==> src/rtl/mul_req_ctrl_if.sv <==
// Signal bundle between mul_req_ctrl (master side), the operand/result streams and the multiplier unit.
interface mul_req_ctrl_if #(
  parameter int SEQ_W = 4
);
  logic             in_valid;
  logic             in_ready;
  logic [15:0]      in_a;
  logic [15:0]      in_b;
  logic             mul_start;
  logic [15:0]      mul_a;
  logic [15:0]      mul_b;
  logic             mul_busy;
  logic             mul_done;
  logic [31:0]      mul_prod;
  logic             out_valid;
  logic             out_ready;
  logic [31:0]      out_prod;
  logic [SEQ_W-1:0] out_seq;
  logic             timeout_err;

  modport master (
    input  in_valid, in_a, in_b, mul_busy, mul_done, mul_prod, out_ready,
    output in_ready, mul_start, mul_a, mul_b, out_valid, out_prod, out_seq, timeout_err
  );

  modport slave (
    output in_valid, in_a, in_b, mul_busy, mul_done, mul_prod, out_ready,
    input  in_ready, mul_start, mul_a, mul_b, out_valid, out_prod, out_seq, timeout_err
  );
endinterface

==> src/rtl/mul_req_ctrl.sv <==
// Requester front end for the start/busy/done 16x16 multiplier: one operation in flight, in-order tagged results.
// Optional WAIT-state watchdog is compiled in with `define MUL_REQ_TIMEOUT_EN.
module mul_req_ctrl #(
  parameter int SEQ_W     = 4,
  parameter int OUT_DEPTH = 2,
  parameter int TIMEOUT   = 8
) (
  input  logic           clk,
  input  logic           rst_n,
  mul_req_ctrl_if.master io_bus
);
  localparam logic [1:0] S_IDLE  = 2'd0;
  localparam logic [1:0] S_ISSUE = 2'd1;
  localparam logic [1:0] S_WAIT  = 2'd2;
  localparam logic [1:0] S_CAPT  = 2'd3;

  localparam int PTR_W = $clog2(OUT_DEPTH);
  localparam logic [PTR_W:0] FULL_CNT = (PTR_W+1)'(OUT_DEPTH);

  logic [1:0]       r_state;
  logic [15:0]      r_a;
  logic [15:0]      r_b;
  logic [SEQ_W-1:0] r_seq;

  logic [31:0]      r_prodMem [OUT_DEPTH];
  logic [SEQ_W-1:0] r_seqMem  [OUT_DEPTH];
  logic [PTR_W-1:0] r_wrPtr;
  logic [PTR_W-1:0] r_rdPtr;
  logic [PTR_W:0]   r_count;

  logic w_inReady;
  logic w_accept;
  logic w_start;
  logic w_push;
  logic w_pop;
  logic w_expire;

  // Accepting only with a free buffer slot reserves room for the eventual push.
  assign w_inReady = (r_state == S_IDLE) && (r_count < FULL_CNT);
  assign w_accept  = io_bus.in_valid && w_inReady;
  assign w_start   = (r_state == S_ISSUE) && !io_bus.mul_busy;
  assign w_push    = (r_state == S_CAPT);
  assign w_pop     = (r_count != '0) && io_bus.out_ready;

  always_ff @(posedge clk or negedge rst_n) begin
    if (!rst_n) begin
      r_state <= S_IDLE;
      r_a     <= '0;
      r_b     <= '0;
      r_seq   <= '0;
    end else begin
      case (r_state)
        S_IDLE: begin
          if (w_accept) begin
            r_a     <= io_bus.in_a;
            r_b     <= io_bus.in_b;
            r_state <= S_ISSUE;
          end
        end
        S_ISSUE: begin
          if (!io_bus.mul_busy) r_state <= S_WAIT;
        end
        S_WAIT: begin
          if (io_bus.mul_done)  r_state <= S_CAPT;
          else if (w_expire)    r_state <= S_IDLE;
        end
        default: r_state <= S_IDLE;
      endcase
      // An abandoned transaction still consumes its tag so the gap shows downstream.
      if (w_push || w_expire) r_seq <= r_seq + 1'b1;
    end
  end

  always_ff @(posedge clk or negedge rst_n) begin
    if (!rst_n) begin
      for (int i = 0; i < OUT_DEPTH; i++) begin
        r_prodMem[i] <= '0;
        r_seqMem[i]  <= '0;
      end
      r_wrPtr <= '0;
      r_rdPtr <= '0;
      r_count <= '0;
    end else begin
      if (w_push) begin
        r_prodMem[r_wrPtr] <= io_bus.mul_prod;
        r_seqMem[r_wrPtr]  <= r_seq;
        r_wrPtr            <= r_wrPtr + 1'b1;
      end
      if (w_pop) r_rdPtr <= r_rdPtr + 1'b1;
      if (w_push && !w_pop)      r_count <= r_count + 1'b1;
      else if (!w_push && w_pop) r_count <= r_count - 1'b1;
    end
  end

`ifdef MUL_REQ_TIMEOUT_EN
  localparam int WD_W = $clog2(TIMEOUT + 1);

  logic [WD_W-1:0] r_wdCnt;
  logic            r_err;

  // A done pulse in the expiry cycle takes priority over the timeout.
  assign w_expire = (r_state == S_WAIT) && !io_bus.mul_done &&
                    (r_wdCnt == WD_W'(TIMEOUT - 1));

  always_ff @(posedge clk or negedge rst_n) begin
    if (!rst_n) begin
      r_wdCnt <= '0;
      r_err   <= 1'b0;
    end else begin
      if (r_state == S_WAIT) r_wdCnt <= r_wdCnt + 1'b1;
      else                   r_wdCnt <= '0;
      if (w_expire) r_err <= 1'b1;
    end
  end

  assign io_bus.timeout_err = r_err;
`else
  assign w_expire = 1'b0;
  // Without the watchdog the flag is constant 0 for any legal TIMEOUT (>= 1).
  assign io_bus.timeout_err = (TIMEOUT < 0);
`endif

  assign io_bus.in_ready  = w_inReady;
  assign io_bus.mul_start = w_start;
  assign io_bus.mul_a     = r_a;
  assign io_bus.mul_b     = r_b;
  assign io_bus.out_valid = (r_count != '0);
  assign io_bus.out_prod  = r_prodMem[r_rdPtr];
  assign io_bus.out_seq   = r_seqMem[r_rdPtr];
endmodule

==> src/flat_wrapper.sv <==
// flat-port wrapper written by rule: the top's interface ports become plain ports
module mul_req_ctrl_flat 
#(
  parameter int SEQ_W     = 4,
  parameter int OUT_DEPTH = 2,
  parameter int TIMEOUT   = 8
)
  (clk, rst_n, io_bus_in_valid, io_bus_in_a, io_bus_in_b, io_bus_mul_busy, io_bus_mul_done, io_bus_mul_prod, io_bus_out_ready, io_bus_in_ready, io_bus_mul_start, io_bus_mul_a, io_bus_mul_b, io_bus_out_valid, io_bus_out_prod, io_bus_out_seq, io_bus_timeout_err);
  mul_req_ctrl_if #(.SEQ_W(SEQ_W)) io_bus_i ();
  input  logic clk;
  input  logic rst_n;
  input wire logic [$bits(io_bus_i.in_valid)-1:0] io_bus_in_valid;
  input wire logic [$bits(io_bus_i.in_a)-1:0] io_bus_in_a;
  input wire logic [$bits(io_bus_i.in_b)-1:0] io_bus_in_b;
  input wire logic [$bits(io_bus_i.mul_busy)-1:0] io_bus_mul_busy;
  input wire logic [$bits(io_bus_i.mul_done)-1:0] io_bus_mul_done;
  input wire logic [$bits(io_bus_i.mul_prod)-1:0] io_bus_mul_prod;
  input wire logic [$bits(io_bus_i.out_ready)-1:0] io_bus_out_ready;
  output wire logic [$bits(io_bus_i.in_ready)-1:0] io_bus_in_ready;
  output wire logic [$bits(io_bus_i.mul_start)-1:0] io_bus_mul_start;
  output wire logic [$bits(io_bus_i.mul_a)-1:0] io_bus_mul_a;
  output wire logic [$bits(io_bus_i.mul_b)-1:0] io_bus_mul_b;
  output wire logic [$bits(io_bus_i.out_valid)-1:0] io_bus_out_valid;
  output wire logic [$bits(io_bus_i.out_prod)-1:0] io_bus_out_prod;
  output wire logic [$bits(io_bus_i.out_seq)-1:0] io_bus_out_seq;
  output wire logic [$bits(io_bus_i.timeout_err)-1:0] io_bus_timeout_err;
  assign io_bus_i.in_valid = io_bus_in_valid;
  assign io_bus_i.in_a = io_bus_in_a;
  assign io_bus_i.in_b = io_bus_in_b;
  assign io_bus_i.mul_busy = io_bus_mul_busy;
  assign io_bus_i.mul_done = io_bus_mul_done;
  assign io_bus_i.mul_prod = io_bus_mul_prod;
  assign io_bus_i.out_ready = io_bus_out_ready;
  assign io_bus_in_ready = io_bus_i.in_ready;
  assign io_bus_mul_start = io_bus_i.mul_start;
  assign io_bus_mul_a = io_bus_i.mul_a;
  assign io_bus_mul_b = io_bus_i.mul_b;
  assign io_bus_out_valid = io_bus_i.out_valid;
  assign io_bus_out_prod = io_bus_i.out_prod;
  assign io_bus_out_seq = io_bus_i.out_seq;
  assign io_bus_timeout_err = io_bus_i.timeout_err;
  mul_req_ctrl #(.SEQ_W(SEQ_W), .OUT_DEPTH(OUT_DEPTH), .TIMEOUT(TIMEOUT)) u_core (.clk(clk), .rst_n(rst_n), .io_bus(io_bus_i));
endmodule
==> config.mk <==
export PLATFORM = sky130hd
export DESIGN_NAME = mul_req_ctrl_flat
export DESIGN_NICKNAME = d
export VERILOG_FILES = /design/src/rtl/mul_req_ctrl_if.sv /design/src/rtl/mul_req_ctrl.sv /design/src/flat_wrapper.sv
export SDC_FILE = /design/constraint.sdc
export NUM_CORES = 1
export LEC_CHECK = 0
export CAP_MARGIN = 20
export CORE_MARGIN = 2
export CORE_UTILIZATION = 25
export CTS_CLUSTER_DIAMETER = 100
export DETAILED_ROUTE_END_ITERATION = 8
export SLEW_MARGIN = 20
export SYNTH_ARGS = -nofsm -noshare
export SYNTH_HDL_FRONTEND = slang
export SYNTH_SLANG_ARGS = --single-unit
==> constraint.sdc <==
create_clock -name clk -period 2.55 [get_ports clk]
set_input_delay 0.3825 -clock clk [delete_from_list [all_inputs] [get_ports clk]]
set_output_delay 0.3825 -clock clk [all_outputs]
set_load 0.05 [all_outputs]
==> results_tabular.tex, run 1 <==
\begin{tabular}{lr}
\hline
Metric & Value \\
\hline
\multicolumn{2}{l}{\textbf{Synthesis}} \\
\quad Leading cell types by count after synthesis & 114 x sky130\_fd\_sc\_hd\_\_dfrtp\_1, 112 x sky130\_fd\_sc\_hd\_\_mux2\_2, 30 x sky130\_fd\_sc\_hd\_\_mux2\_4, 7 x sky130\_fd\_sc\_hd\_\_buf\_2, 6 x sky130\_fd\_sc\_hd\_\_ha\_1 \\
\quad Area fraction in and, or, nand and nor cells after synthesis & 1.65\% \\
\quad Number of synthesis warnings & 0 \\
\quad Cell variety after synth & 26 \\
\quad Adder and majority gate portion of the synthesized area & 1.50\% \\
\quad Post-synthesis compound-gate area fraction & 0.649\% \\
\quad Post-synth top area cell & sky130\_fd\_sc\_hd\_\_dfrtp\_1 \\
\quad Share of the synthesized area in the top cell type & 56.9\% \\
\quad Gate count of the mapped netlist & 306 \\
\quad Async set-or-reset flop fraction in the synthesized netlist & 100\% \\
\quad Synthesized net count & 382 \\
\quad Most used standard cell by instance count after synthesis & sky130\_fd\_sc\_hd\_\_dfrtp\_1 \\
\quad Fraction of synthesized cell area in xor and xnor cells & 1.40\% \\
\quad FF+latch count, synth & 114 \\
\quad Main synth FF type & sky130\_fd\_sc\_hd\_\_dfrtp\_1 \\
\quad Sequential-to-total area share from yosys stat & 56.9\% \\
\quad Combinational family with the most area after synthesis & multiplexers \\
\quad Syn Std Cell Area & 5010 um2 \\
\quad Count of flip-flops with a built-in enable after synthesis & 0 \\
\quad Share of synthesized area spent on multiplexers & 34.2\% \\
\quad Avg Cell Area, Syn & 16.4 um2 \\
\quad Cell types with the largest area share after synthesis & sky130\_fd\_sc\_hd\_\_dfrtp\_1 57\%, sky130\_fd\_sc\_hd\_\_mux2\_2 25\%, sky130\_fd\_sc\_hd\_\_mux2\_4 9.0\% \\
\multicolumn{2}{l}{\textbf{Global routing}} \\
\quad Wire length of the first global-routing pass & 18.2 mm \\
\quad Grt total ovfl & 0 \\
\quad Via count of the first global-routing pass & 3531 \\
\quad Overall routing resource usage & 10.8\% \\
\quad Number of antenna violations at the first check in global routing & 0 \\
\quad Pin count of the biggest net entering global routing & 115 \\
\multicolumn{2}{l}{\textbf{Floorplanning}} \\
\quad Effective utilization at floorplan & 25.6\% \\
\quad Height of the die & 146 um \\
\quad Width of the die & 146 um \\
\quad I/O pin count & 142 \\
\quad Count of standard-cell rows & 51 \\
\quad Core region area & 19600 um2 \\
\quad Total Die Area & 21200 um2 \\
\multicolumn{2}{l}{\textbf{CTS}} \\
\quad CTS tree & built \\
\quad Clock buffers created by TritonCTS & 17 \\
\quad Worst skew pair latency & 400 ps \\
\quad \# H-tree levels & 4 \\
\quad Clock-pin slew reported for the worst setup and hold paths after clock tree synthesis & 60 ps \\
\quad Number of hold-repair buffers added at the cts stage & 0 \\
\quad Bufs on Longest Clock Path & 2 \\
\quad Buffers inserted by post-CTS timing repair & 0 \\
\quad Root Buffer & sky130\_fd\_sc\_hd\_\_clkbuf\_16 \\
\quad Total number of clock tree sinks & 114 \\
\multicolumn{2}{l}{\textbf{Worst setup path}} \\
\quad CP endpoint kind & output pin \\
\quad Worst setup SP type & flop \\
\quad Critical path data arrival time & 1880 ps \\
\quad Worst-case reg-to-reg path depth & 5 \\
\quad Startpoint of the most critical register-to-register path & u\_core.r\_state[1] \\
\quad Highest net fanout along the worst path & 5 \\
\quad Setup Crit Path Kind & flop to output pin \\
\quad FF-to-FF End & u\_core.r\_prodMem[56] \\
\quad Worst setup slack for register-to-register paths & 670 ps \\
\quad Required time of the critical path & 2170 ps \\
\multicolumn{2}{l}{\textbf{Timing}} \\
\quad Clock skew & 7.43 ps \\
\quad Slew at the pin closest to its max-slew limit & 611 ps \\
\quad Final hold viol count & 0 \\
\quad Number of pins exceeding their max-slew limit in the final report & 0 \\
\quad Highest clock frequency the design can meet & 441 MHz \\
\quad Setup repair after global routing missed its margin & false \\
\quad Min Tclk post-route & 2270 ps \\
\quad Accumulated negative setup slack & 0 ps \\
\quad Part of the cycle the worst path needs & 88.9\% \\
\quad Number of setup violations in the final report & 0 \\
\quad Remaining max-slew budget at the tightest pin & 59.3\% \\
\multicolumn{2}{l}{\textbf{Detailed routing}} \\
\quad Number of iterations in the first detailed-routing pass & 4 \\
\quad WL final & 11.0 mm \\
\quad DR iter-0 viols & 52 \\
\quad Via count & 3058 \\
\quad Via-to-Cell Ratio & 4.18 \\
\quad Detail-routed net length per standard cell & 15.0 um \\
\quad Post-route DRC violation count & 0 \\
\quad Number of nets with antenna violations after routing & 0 \\
\multicolumn{2}{l}{\textbf{Placement}} \\
\quad Placed Cells & 701 \\
\quad Final estimated routing congestion in global placement & 0.687 \\
\quad Count of input and output buffers & 140 \\
\quad HPWL after DPL & 7.05 mm \\
\multicolumn{2}{l}{\textbf{Status}} \\
\quad Run status & complete, no violations \\
\multicolumn{2}{l}{\textbf{Hold path}} \\
\quad Hold/Removal Path Class & primary input to async pin \\
\multicolumn{2}{l}{\textbf{Layout}} \\
\quad Share of layout cells above drive strength 1 & 47.1\% \\
\quad Antenna diode count & 0 \\
\quad Area growth from synthesis to layout & 42.7\% \\
\quad Final instance count without filler cells & 732 \\
\quad Total Nets Final & 531 \\
\quad Number of fill cells & 1904 \\
\multicolumn{2}{l}{\textbf{Run}} \\
\quad Count of max-cap constraint violations & 0 \\
\hline
\end{tabular}
layout by cell type (no fill, tap or decap), types with 4 or more instances in the layout:
| cell | Yosys | routed |
|---|---|---|
| sky130_fd_sc_hd__xor2_1 | 4 | 4 |
| sky130_fd_sc_hd__ha_1 | 6 | 6 |
| sky130_fd_sc_hd__clkinv_2 | 0 | 5 |
| sky130_fd_sc_hd__mux2_4 | 30 | 30 |
| sky130_fd_sc_hd__dfrtp_1 | 114 | 113 |
| sky130_fd_sc_hd__clkbuf_16 | 0 | 17 |
| sky130_fd_sc_hd__mux2_2 | 112 | 112 |
| sky130_fd_sc_hd__inv_1 | 4 | 4 |
| sky130_fd_sc_hd__xnor2_1 | 4 | 4 |
| sky130_fd_sc_hd__clkdlybuf4s50_1 | 0 | 101 |
| sky130_fd_sc_hd__buf_4 | 1 | 40 |
flip-flops by register name (all words and copies together) (netlist names):
name and cells:
u_core.io_bus.mul_b 16, u_core.r_wrPtr 1, u_core.r_seq 4, u_core.r_prodMem 64
u_core.r_seqMem 8, u_core.r_rdPtr 1, u_core.r_state 2, u_core.r_count 2
u_core.io_bus.mul_a 16
critical path: stages (launching register included):
cell and delay, ps:
sky130_fd_sc_hd__dfrtp_1 440, sky130_fd_sc_hd__or2_2 310, sky130_fd_sc_hd__clkdlybuf4s50_1 730
worst max path at each step:
stage / start / end / cells after the start / slack, ps
3_3_place_gp: io_bus_mul_busy / io_bus_mul_start / 3 / 390
5_1_grt: u_core.r_state[0] / io_bus_in_ready / 4 / 150
3_5_place_dp: io_bus_mul_busy / io_bus_mul_start / 3 / 400
2_1_floorplan: u_core.r_state[0] / io_bus_in_ready / 3 / 730
6_report: u_core.r_count[1] / io_bus_out_valid / 2 / 280
4_1_cts: u_core.r_state[1] / io_bus_mul_start / 4 / 80
area by class of cell:
cell class	instances	area, um2	share of cell area (%)
Inverter	4	15.0	0.210
Timing Repair Buffer	146	1390	19.5
Sequential cell	114	2850	39.9
Clock buffer	21	470	6.58
Clock inverter	10	109	1.52
Multi-Input combinational cell	172	1980	27.6
Tap cell	265	332	4.64
per-stage QoR:
| stage | utilization (%) | hold WS (ps) | setup WS (ps) | cell area (um2) |
|---|---|---|---|---|
| detailed placement | 33.5 | 488 | 404 | 6570 |
| floorplan | - | 86.9 | 729 | 5010 |
| finish | 36.5 | 71.1 | 284 | 7150 |
| global route | 36.5 | 107 | 150 | 7150 |
| global placement | 33.5 | 481 | 386 | 6570 |
| CTS | 36.5 | 89.0 | 78.1 | 7150 |
cell families (layout without fill, tap and decap cells):
kind of cell	count (synthesis)	count (layout)
mux	142	142
flops	114	114
buf+inv	20	181
simple gates	11	11
xor+xnor	8	8
fa+ha+maj	6	6
compound gates	4	4
other cells	1	1
per-layer routing:
metal  wire length (um)  vias up  share of wire, %  GRT usage (%)
met5                  0        -                 0              0
met4                 77        0              0.70           2.50
met3                793        8               7.2           4.86
met2               5450      103                50           18.2
met1               4680     1563                43           12.6
li1                   -     1384                 -              -
repair_timing:
| item | 4_1_cts | 5_1_grt |
|---|---|---|
| pin swaps | 0 | 0 |
| setup endpoints to repair | 1 | 1 |
| gates resized for setup | 1 | 1 |
Power of run 1 is left out: the tool's default activity adds up to more than one toggle a clock period on the data nets, which glitch-free logic cannot reach.
==> inputs of run 2 (changes only) <==
- CORE_UTILIZATION: 25 -> 40
- PLACE_DENSITY: default -> 0.69
==> run 2 against run 1 <==
Die area decreased by 37%; utilization rose by 22 points; clock-buffer cell count grew 5; worst hold slack better by 430 ps; sequential share of layout area up 0.55 points; clock skew down 2.0 ps; cell count down 13%; largest cell class unchanged; routed wire length down 5.5%.
==> results_tabular.tex, run 2 (synthesized netlist as in run 1, its figures left out) <==
\begin{tabular}{lr}
\hline
Metric & Value \\
\hline
\multicolumn{2}{l}{\textbf{Layout}} \\
\quad Commonest cells after routing, fill and taps aside & 113 x sky130\_fd\_sc\_hd\_\_dfrtp\_1, 112 x sky130\_fd\_sc\_hd\_\_mux2\_2, 101 x sky130\_fd\_sc\_hd\_\_clkdlybuf4s50\_1, 40 x sky130\_fd\_sc\_hd\_\_buf\_4, 30 x sky130\_fd\_sc\_hd\_\_mux2\_4 \\
\quad Utilization of the core after routing & 58.2\% (+22 points) \\
\quad Flip-flop count of the largest register after layout & 64 (unchanged) \\
\quad Total non-filler cell area in the finished layout & 7050 um2 (-1.3\%) \\
\quad Final instance count without filler cells & 637 (-13\%) \\
\quad Antenna diode count & 0 (unchanged) \\
\quad Area growth from synthesis to layout & 40.8\% \\
\quad Total Nets Final & 533 (+0.38\%) \\
\quad Share of layout cells above drive strength 1 & 46.3\% (-0.84 points) \\
\quad Number of fill cells & 1004 (-47\%) \\
\quad Most common cell after layout, fill and taps aside & sky130\_fd\_sc\_hd\_\_dfrtp\_1 \\
\quad Register with the highest flop count & u\_core.r\_prodMem \\
\multicolumn{2}{l}{\textbf{CTS}} \\
\quad Bufs on Longest Clock Path & 2 (unchanged) \\
\quad \# H-tree levels & 4 (unchanged) \\
\quad Clock-pin slew reported for the worst setup and hold paths after clock tree synthesis & 50 ps (about the same) \\
\quad Clock buffers created by TritonCTS & 17 (unchanged) \\
\quad Total number of clock tree sinks & 114 (unchanged) \\
\quad Worst skew pair latency & 410 ps (about the same) \\
\quad Buffers inserted by post-CTS timing repair & 0 (unchanged) \\
\quad CTS tree & built \\
\quad Root Buffer & sky130\_fd\_sc\_hd\_\_clkbuf\_16 \\
\multicolumn{2}{l}{\textbf{Timing}} \\
\quad Min Tclk post-route & 2260 ps (-7.85 ps) \\
\quad Slew at the pin closest to its max-slew limit & 570 ps (-41.2 ps) \\
\quad Clock skew & 5.44 ps (-1.99 ps) \\
\quad Final hold viol count & 0 (unchanged) \\
\quad Setup repair after global routing missed its margin & false \\
\quad Part of the cycle the worst path needs & 88.6\% (-0.31 points) \\
\quad Number of pins exceeding their max-slew limit in the final report & 0 (unchanged) \\
\quad Remaining max-slew budget at the tightest pin & 62.0\% (+2.7 points) \\
\quad Accumulated negative setup slack & 0 ps (unchanged) \\
\quad Number of setup violations in the final report & 0 (unchanged) \\
\quad Highest clock frequency the design can meet & 443 MHz (+0.35\%) \\
\multicolumn{2}{l}{\textbf{Global routing}} \\
\quad Grt total ovfl & 0 (unchanged) \\
\quad Wire length of the first global-routing pass & 17.0 mm (-6.8\%) \\
\quad Pin count of the biggest net entering global routing & 47 (-59\%) \\
\quad Overall routing resource usage & 16.9\% (+6.1 points) \\
\quad Number of antenna violations at the first check in global routing & 0 (unchanged) \\
\quad Via count of the first global-routing pass & 3476 (-1.6\%) \\
\multicolumn{2}{l}{\textbf{Status}} \\
\quad Run status & complete, no violations \\
\multicolumn{2}{l}{\textbf{Run}} \\
\quad Count of max-cap constraint violations & 0 (unchanged) \\
\multicolumn{2}{l}{\textbf{Detailed routing}} \\
\quad Detail-routed net length per standard cell & 16.3 um (+8.6\%) \\
\quad Post-route DRC violation count & 0 (unchanged) \\
\quad Number of iterations in the first detailed-routing pass & 5 (+1) \\
\quad Via-to-Cell Ratio & 4.79 (+15\%) \\
\quad WL final & 10.4 mm (-5.5\%) \\
\quad Number of nets with antenna violations after routing & 0 (unchanged) \\
\quad Via count & 3052 (-0.20\%) \\
\quad DR iter-0 viols & 105 (+100\%) \\
\multicolumn{2}{l}{\textbf{Floorplanning}} \\
\quad Height of the die & 116 um (-20\%) \\
\quad Core region area & 12100 um2 (-38\%) \\
\quad I/O pin count & 142 (unchanged) \\
\quad Effective utilization at floorplan & 41.4\% (+16 points) \\
\quad Count of standard-cell rows & 40 (-22\%) \\
\quad Width of the die & 116 um (-20\%) \\
\quad Total Die Area & 13400 um2 (-37\%) \\
\multicolumn{2}{l}{\textbf{Worst setup path}} \\
\quad Setup Crit Path Kind & flop to output pin \\
\quad Start point of the critical path & u\_core.r\_state[0] \\
\quad CP endpoint & io\_bus\_in\_ready \\
\quad Highest net fanout along the worst path & 4 (-1) \\
\quad FF-to-FF End & u\_core.io\_bus.mul\_b[9] \\
\quad Startpoint of the most critical register-to-register path & u\_core.r\_state[0] \\
\quad CP endpoint kind & output pin \\
\quad Worst-case reg-to-reg path depth & 4 (-1) \\
\quad Critical path data arrival time & 1880 ps (about the same) \\
\quad Required time of the critical path & 2170 ps (about the same) \\
\quad Worst setup SP type & flop \\
\quad Worst setup slack for register-to-register paths & 820 ps (+150 ps) \\
\multicolumn{2}{l}{\textbf{Hold path}} \\
\quad Hold/Removal Path Class & flop to flop \\
\quad Worst Min Path Start & u\_core.r\_seqMem[0] \\
\multicolumn{2}{l}{\textbf{Placement}} \\
\quad Final estimated routing congestion in global placement & 0.716 (+4.1\%) \\
\quad HPWL after DPL & 6.87 mm (-2.5\%) \\
\quad Post-DP Area & 6470 um2 (-1.5\%) \\
\quad Placed Cells & 605 (-14\%) \\
\quad Count of input and output buffers & 140 (unchanged) \\
\hline
\end{tabular}
run 2: cell types whose count changed in the layout (fill, tap and decap cells not counted):
| cell | previous run | this run |
|---|---|---|
| sky130_fd_sc_hd__dlygate4sd3_1 | 0 | 1 |
| sky130_fd_sc_hd__clkinv_2 | 5 | 3 |
| sky130_fd_sc_hd__clkinv_4 | 1 | 0 |
| sky130_fd_sc_hd__clkbuf_8 | 3 | 4 |
| sky130_fd_sc_hd__clkinvlp_4 | 2 | 0 |
| sky130_fd_sc_hd__buf_12 | 3 | 4 |
| sky130_fd_sc_hd__clkbuf_1 | 1 | 5 |
run 2: what timing repair did:
| action | in CTS | in global routing |
|---|---|---|
| resized for setup | 1 | 1 |
| hold endpoints to repair | 42 | 0 |
| hold buffers | 1 | 0 |
| endpoints found under the setup margin | 1 | 1 |
run 2: through the flow:
stage,hold slack [ps],worst slack (ps)
finish,498,292
global route,515,184
CTS,499,72.2
detailed placement,417,397
global placement,410,404
floorplan,86.9,729
run 2: cell type report:
| cell class | count | area [um2] | area share, % |
|---|---|---|---|
| clock inverters | 5 | 75.1 | 1.06 |
| well taps | 168 | 210 | 2.98 |
| inverters | 4 | 15.0 | 0.213 |
| clock buffers | 26 | 499 | 7.08 |
| repair buffers | 148 | 1420 | 20.2 |
| multi-input cells | 172 | 1980 | 28.0 |
| flip-flops and latches | 114 | 2850 | 40.5 |
run 2: critical path: stages, from the launching register on:
cell and delay, ps:
sky130_fd_sc_hd__dfrtp_1 400, sky130_fd_sc_hd__inv_1 110, sky130_fd_sc_hd__ha_1 260, sky130_fd_sc_hd__nor2b_1 160
sky130_fd_sc_hd__dlygate4sd2_1 540
run 2: worst min-delay path by stage:
| stage | depth (start not counted) | slack [ps] | endpoint |
|---|---|---|---|
| finish | 1 | 500 | u_core.r_seqMem[0] |
| global route | 1 | 510 | u_core.r_prodMem[16] |
| floorplan | 0 | 90 | u_core.io_bus.mul_a[0] |
| global placement | 1 | 410 | u_core.r_prodMem[37] |
| CTS | 1 | 500 | u_core.r_prodMem[17] |
| detailed placement | 1 | 420 | u_core.r_prodMem[9] |
run 2: routing by layer:
metal	GRT usage, %	routed length [um]	share of wire [%]
met2	25.1	4590	44
met4	7.86	210	2.0
met1	20.2	4450	43
met5	0	0	0
met3	9.00	1150	11
Power of run 2 is left out for the same reason.
